==> src/rtl/fb_bram_write_sched.sv <==
// Write-port scheduler for the framebuffer BRAM banks: round-robin between the
// serial loader (A) and the clear/pattern engine (B), then SETUP/STROBE/HOLD.
module fb_bram_write_sched #(
  parameter int NBANK         = 8,
  parameter int STROBE_CYCLES = 2,
  parameter int HOLD_CYCLES   = 2
) (
  input  logic             clk,
  input  logic             reset,
  input  logic             a_valid,
  output logic             a_ready,
  input  logic [12:0]      a_addr,
  input  logic [7:0]       a_data,
  input  logic             b_valid,
  output logic             b_ready,
  input  logic [12:0]      b_addr,
  input  logic [7:0]       b_data,
  output logic [7:0]       wr_addr,
  output logic [1:0]       wr_addr_hi,
  output logic [7:0]       wr_data,
  output logic [NBANK-1:0] wr_strobe,
  output logic             busy,
  output logic             done,
  output logic             last_grant
);

  localparam logic [1:0] IDLE   = 2'd0;
  localparam logic [1:0] SETUP  = 2'd1;
  localparam logic [1:0] STROBE = 2'd2;
  localparam logic [1:0] HOLD   = 2'd3;

  localparam logic [3:0] STROBE_LAST = 4'(STROBE_CYCLES - 1);
  localparam logic [3:0] HOLD_LAST   = (HOLD_CYCLES > 0) ? 4'(HOLD_CYCLES - 1) : 4'd0;

  logic [1:0]  state;
  logic [3:0]  cnt;
  logic [2:0]  bank;
  logic        idle;
  logic        grant_b;
  logic        accept;
  logic [12:0] sel_addr;
  logic [7:0]  sel_data;

  function automatic logic [NBANK-1:0] bank_onehot(input logic [2:0] idx);
    logic [NBANK-1:0] v;
    v      = '0;
    v[idx] = 1'b1;
    return v;
  endfunction

  // B wins when it is the only requester, or on a tie when A was served last.
  always_comb begin
    idle     = (state == IDLE);
    grant_b  = b_valid && (!a_valid || !last_grant);
    a_ready  = idle && a_valid && !grant_b;
    b_ready  = idle && grant_b;
    accept   = a_ready || b_ready;
    sel_addr = grant_b ? b_addr : a_addr;
    sel_data = grant_b ? b_data : a_data;
  end

  assign busy = !idle;

  always_ff @(posedge clk or posedge reset) begin
    if (reset) begin
      state      <= IDLE;
      cnt        <= 4'd0;
      bank       <= 3'd0;
      wr_addr    <= 8'd0;
      wr_addr_hi <= 2'd0;
      wr_data    <= 8'd0;
      wr_strobe  <= '0;
      done       <= 1'b0;
      last_grant <= 1'b1;
    end else begin
      done <= 1'b0;
      case (state)
        IDLE: begin
          if (accept) begin
            wr_addr    <= sel_addr[7:0];
            wr_addr_hi <= sel_addr[9:8];
            wr_data    <= sel_data;
            bank       <= sel_addr[12:10];
            last_grant <= grant_b;
            state      <= SETUP;
          end
        end
        SETUP: begin
          wr_strobe <= bank_onehot(bank);
          cnt       <= 4'd0;
          state     <= STROBE;
        end
        STROBE: begin
          if (cnt == STROBE_LAST) begin
            wr_strobe <= '0;
            cnt       <= 4'd0;
            if (HOLD_CYCLES == 0) begin
              state <= IDLE;
              done  <= 1'b1;
            end else begin
              state <= HOLD;
            end
          end else begin
            cnt <= cnt + 4'd1;
          end
        end
        HOLD: begin
          if (cnt == HOLD_LAST) begin
            state <= IDLE;
            done  <= 1'b1;
          end else begin
            cnt <= cnt + 4'd1;
          end
        end
        default: state <= IDLE;
      endcase
    end
  end

endmodule

==> config.mk <==
export PLATFORM = sky130hd
export DESIGN_NAME = fb_bram_write_sched
export DESIGN_NICKNAME = d
export VERILOG_FILES = /design/src/rtl/fb_bram_write_sched.sv
export SDC_FILE = /design/constraint.sdc
export NUM_CORES = 1
export LEC_CHECK = 0
export CORE_MARGIN = 2
export CORE_UTILIZATION = 35
export DETAILED_ROUTE_END_ITERATION = 12
export PLACE_DENSITY = 0.72
export REMOVE_ABC_BUFFERS = 1
export SLEW_MARGIN = 20
export SYNTH_ARGS = -nofsm -noshare
export SYNTH_HDL_FRONTEND = slang
export SYNTH_SLANG_ARGS = --single-unit
==> constraint.sdc <==
create_clock -name clk -period 1.56 [get_ports clk]
set_input_delay 0.312 -clock clk [delete_from_list [all_inputs] [get_ports clk]]
set_output_delay 0.312 -clock clk [all_outputs]
set_load 0.01 [all_outputs]
==> results.txt, run 1 <==
IO Pins = 77
worst hold margin = 0.363 ns
Via density = 4.63
async set-reset flop share out of synthesis = 100%
synthesized area per cell = 11.2 um2
routed len/inst = 12.0 um
DP HPWL = 2960 um
synth top area cells = dfrtp_1 (50%), mux2i_1 (12%), o21ai_1 (6.1%)
DR pass1 iterations = 4
Synth top cells by count = dfrtp_1 (36), mux2i_1 (22), o21ai_1 (22)
Synth cell types = 33
Max Cap Viol = 0
Worst-Skew Late Latency = 0.29 ns
Hold WC Path Type = in2async
fmax = 0.645 GHz
skew final = 0.00358 ns
final worst path period share = 99.4%
Seq/Total Area, Yosys = 51.7%
Crit Path Category = in2out
Yosys warning count = 0
cells on worst reg2reg path = 5
actual slew at the worst max-slew pin = 0.349 ns
vias = 1522
startpoint type of the worst setup path = primary input
prevailing post-synth register cell = dfrtp_1
IO buf count = 76
CP startpoint = a_valid
final setup violating endpoints = 0
Post-Syn Instances = 160
worst-path maximum fanout = 3
initial antenna violation count = 0
Die H = 75.6 um
post-route cell area = 0.00295 mm2
core box area = 0.00501 mm2
Crit Reg-Reg Startpoint = cnt[1]
pre-CTS setup slack = -0.445 ns
Starting Density = 35.8%
full die area = 0.00571 mm2
Cell Area, Synth = 0.00179 mm2
DRC Markers = 0
n_diodes = 0
Total GRT Usage = 15.0%
first-pass GRT wire length = 6360 um
P_leak = 1.44 nW
P&R area growth vs syn = 64.5%
Slew Viols, Final = 0
pin count of the biggest net entering global routing = 43
status = finished clean
H-Tree Depth = 2
GR Overflow Total = 0
initial DRC count = 38
setup total negative slack = 0 ns
fin nets = 311
Finished Core Util = 58.9%
RSZ-0062 raised after global routing = true
clk sink count = 37
Synth Register Bits = 37
Rows = 26
CTS max path bufs = 2
clock-pin transition on the worst setup and hold timing paths = 0.07 ns
PwrDens = 1760 mW/mm2
final hold vios = 0
number of synthesized flops with an enable pin = 0
Final ANT Viol Nets = 0
vias in the first global route = 1413
CTS tree = yes
Root Driver = clkbuf_8
WP data arrival = 1.24 ns
Slew headroom = 76.7%
CP required = 1.25 ns
Worst Slack Setup Final = 0.00887 ns
hold buffers post-CTS = 0
gpl congestion = 0.792
final wirelength = 3950 um
share of layout cells above drive strength 1 = 19.3%
critical path endpoint category = output port
die width = 75.6 um
CTS buffer count = 5
Synth area leader = dfrtp_1
most frequent cell after synthesis = dfrtp_1
Synth top area share = 50.2%
fin crit period = 1.55 ns
Peak VDD IR = 763 uV
area of placed instances = 0.00275 mm2
worst paths after layout:
check                           slack [ns]       endpoint
max in group asynchronous             0.94     last_grant
worst min register to register        0.48  wr_addr_hi[0]
worst max-delay path                 0.009        a_ready
worst min-delay path                  0.36     wr_addr[0]
min in group clk                      0.48  wr_addr_hi[0]
worst max register to register        0.03       state[1]
flip-flops by register name, summed over array words and instances, names as in the netlist:
name,flops
wr_addr,8
last_grant,1
wr_addr_hi,2
state,2
wr_data,8
done,1
bank,3
wr_strobe,8
cnt,4
power breakdown:
group | switching [W] | internal [W] | total (W)
Combinational | 0.00127 | 0.00162 | 0.00289
Clock | 0.000334 | 0.000308 | 0.000642
Sequential | 0.000264 | 0.00140 | 0.00167
worst max-delay path: stages:
cell	delay [ns]
clkdlybuf4s50_1	0.42
a21bo_1	0.22
and3_1	0.16
buf_2	0.13
cells in the final DEF (no fill, tap or decap), types with 3 or more instances in the layout:
cell type / Yosys / final
clkbuf_8: 0 / 5
dfrtp_1: 36 / 36
a21oi_1: 3 / 3
ha_4: 0 / 3
mux2i_1: 22 / 22
dlymetal6s2s_1: 0 / 5
a32o_1: 3 / 3
inv_2: 1 / 4
ha_1: 7 / 4
nor2_1: 4 / 3
clkdlybuf4s50_1: 0 / 66
buf_4: 0 / 18
a22o_1: 5 / 5
o21ai_1: 22 / 21
nand2_1: 21 / 21
timing repair:
action                     4_1_cts  5_1_grt
setup endpoints to repair       13       20
resized for setup               18       21
hold endpoints to repair         0        0
gates cloned                     0        0
pin swaps                        2        5
buffers inserted                 1        3
through the flow:
step	power, W	std cells
after floorplan	0.00293	153
after global placement	0.00427	317
after detailed placement	0.00435	317
after CTS	0.00504	326
after global routing	0.00564	329
final	0.00520	329
cell families after synthesis:
family | share of synthesized area (%)
XOR/XNOR | 0.489
buffers and inverters | 4.12
flip-flops | 51.7
adder cells (fa/ha/maj) | 4.88
AND/OR/NAND/NOR | 10.4
AO/OA/AOI/OAI | 15.5
multiplexers | 12.9
per-layer routing:
metal | wire, um | part of all wire [%] | up-vias | global-route usage (%)
met3 | 304 | 7.7 | 7 | 5.42
li1 | - | - | 762 | -
met2 | 1910 | 48 | 58 | 24.0
met1 | 1670 | 42 | 695 | 18.5
met4 | 59 | 1.5 | 0 | 6.43
met5 | 0 | 0 | - | 0
final cells by class:
cell class | instances | area [um2]
Fill cell | 455 | 2060
Timing Repair Buffer | 98 | 950
Sequential cell | 37 | 927
Multi-Input combinational cell | 110 | 876
Tap cell | 70 | 87.6
Clock buffer | 5 | 68.8
Inverter | 6 | 22.5
Clock inverter | 3 | 17.5
(Power assumes the default switching activity.)
==> inputs of run 2 (changes only) <==
Settings changed: CORE_MARGIN 2 to 3.
==> run 2 against run 1 <==
Clock-buffer cell count rose by 1. Clock skew rose by 0.0033 ns. Register-to-register slack is essentially flat. Sequential share of layout area rose by 0.47 points. Critical path type unchanged.
==> results.txt, run 2 (synthesis results as in run 1) <==
WP data arrival = 1.25 ns (was 1.24 ns)
clk sink count = 37 (unchanged)
Finished Core Util = 59.9% (was 58.9%)
worst hold margin = 0.384 ns (was 0.363 ns)
CTS buffer count = 5 (unchanged)
Via density = 4.72 (was 4.63)
pre-CTS setup slack = -0.425 ns (was -0.445 ns)
vias in the first global route = 1476 (was 1413)
Root Driver = clkbuf_8 (unchanged)
initial DRC count = 55 (was 38)
clock-pin transition on the worst setup and hold timing paths = 0.08 ns (was 0.07 ns)
DR pass1 iterations = 3 (was 4)
Hold WC Path Type = in2async (unchanged)
initial antenna violation count = 0 (unchanged)
fin crit period = 1.56 ns (was 1.55 ns)
P&R area growth vs syn = 62.0% (was 64.5%)
IO Pins = 77 (unchanged)
CP required = 1.25 ns (about the same)
commonest non-fill, non-tap cell in the layout = clkdlybuf4s50_1 (unchanged)
CP startpoint = a_valid (unchanged)
Total GRT Usage = 14.1% (was 15.0%)
Worst Slack Setup Final = 0.00161 ns (was 0.00887 ns)
Max Cap Viol = 0 (unchanged)
Slew Viols, Final = 0 (unchanged)
final hold vios = 0 (unchanged)
worst-path maximum fanout = 3 (unchanged)
fin nets = 310 (was 311)
actual slew at the worst max-slew pin = 0.365 ns (was 0.349 ns)
die width = 77.6 um (was 75.6 um)
critical path endpoint category = output port (unchanged)
IO buf count = 76 (unchanged)
H-Tree Depth = 2 (unchanged)
Worst-Skew Late Latency = 0.28 ns (was 0.29 ns)
Die H = 77.6 um (was 75.6 um)
PwrDens = 1790 mW/mm2 (was 1760 mW/mm2)
routed len/inst = 12.9 um (was 12.0 um)
CTS tree = yes (unchanged)
area of placed instances = 0.00277 mm2 (was 0.00275 mm2)
CTS max path bufs = 2 (unchanged)
biggest regs = wr_addr: 8 flops, wr_data: 8 flops, wr_strobe: 8 flops (unchanged)
GR Overflow Total = 0 (unchanged)
vias = 1533 (was 1522)
Slew headroom = 75.7% (was 76.7%)
status = finished clean (unchanged)
share of layout cells above drive strength 1 = 17.8% (was 19.3%)
post-route cell area = 0.00291 mm2 (was 0.00295 mm2)
first-pass GRT wire length = 6790 um (was 6360 um)
Final ANT Viol Nets = 0 (unchanged)
Peak VDD IR = 1100 uV (was 763 uV)
RSZ-0062 raised after global routing = true (unchanged)
final wirelength = 4190 um (was 3950 um)
full die area = 0.00602 mm2 (was 0.00571 mm2)
n_diodes = 0 (unchanged)
gpl congestion = 0.767 (was 0.792)
Crit Reg-Reg Startpoint = state[0] (was cnt[1])
P_leak = 1.35 nW (was 1.44 nW)
DRC Markers = 0 (unchanged)
hold buffers post-CTS = 0 (unchanged)
Rows = 25 (was 26)
DP HPWL = 3190 um (was 2960 um)
most frequent cells in the layout = clkdlybuf4s50_1 (71), dfrtp_1 (36), mux2i_1 (22), nand2_1 (21), o21ai_1 (21) (was clkdlybuf4s50_1 (66), dfrtp_1 (36), mux2i_1 (22), nand2_1 (21), o21ai_1 (21))
core box area = 0.00485 mm2 (was 0.00501 mm2)
final setup violating endpoints = 0 (unchanged)
Crit Path Category = in2out (unchanged)
pin count of the biggest net entering global routing = 43 (unchanged)
final worst path period share = 99.9% (was 99.4%)
skew final = 0.00685 ns (was 0.00358 ns)
startpoint type of the worst setup path = primary input (unchanged)
fmax = 0.642 GHz (was 0.645 GHz)
Starting Density = 37.0% (was 35.8%)
==> run 2: cell types whose count changed in the layout (fill, tap and decap cells not counted), sizes merged <==
cell,change
clkinvlp,-1
dlymetal6s2s,-5
buf,-1
clkdlybuf4s50,+5
dlygate4sd2,+2
clkbuf,-1
==> run 2: worst paths after layout <==
kind	end	slack [ns]	cells after the start
max	a_ready	0.002	4
min	wr_addr[6]	0.38	3
max reg2reg	state[1]	0.02	6
min reg2reg	wr_addr_hi[0]	0.48	2
max in group asynchronous	last_grant	0.93	3
min in group clk	wr_addr_hi[0]	0.48	2
==> run 2: metrics by stage <==
step,TNS (ns),std cells,power [W]
3_5_place_dp,-5.47,315,0.00444
5_1_grt,-0.172,325,0.00561
2_1_floorplan,-10.53,153,0.00293
6_report,0,325,0.00521
4_1_cts,-0.00134,323,0.00515
3_3_place_gp,-4.69,315,0.00435
==> run 2: final cells by class <==
type | count | area (um2)
clock buffers | 6 | 82.6
clock inverters | 2 | 13.8
fillers | 419 | 1940
inverters | 6 | 22.5
multi-input cells | 110 | 842
flip-flops and latches | 37 | 927
well taps | 67 | 83.8
repair buffers | 97 | 933
==> run 2: worst max-delay path, stage by stage <==
cell and delay [ns]:
clkdlybuf4s50_1 0.43, a21bo_1 0.22, and3_1 0.14, buf_2 0.14
==> run 2: routing by layer <==
metal	part of all wire, %	global-route usage (%)
met1	42	17.5
met2	51	23.3
met3	6.2	4.76
met4	0.95	4.27
met5	0	0
==> run 2: power breakdown <==
part | switching (W) | total [W] | internal (W)
registers | 0.000261 | 0.00166 | 0.00140
clock network | 0.000335 | 0.000692 | 0.000358
logic | 0.00124 | 0.00286 | 0.00161
==> run 2: repair_timing <==
action | 4_1_cts | 5_1_grt
buffers inserted | 0 | 2
endpoints found under the setup margin | 5 | 22
pin swaps | 2 | 2
gates resized for setup | 16 | 7
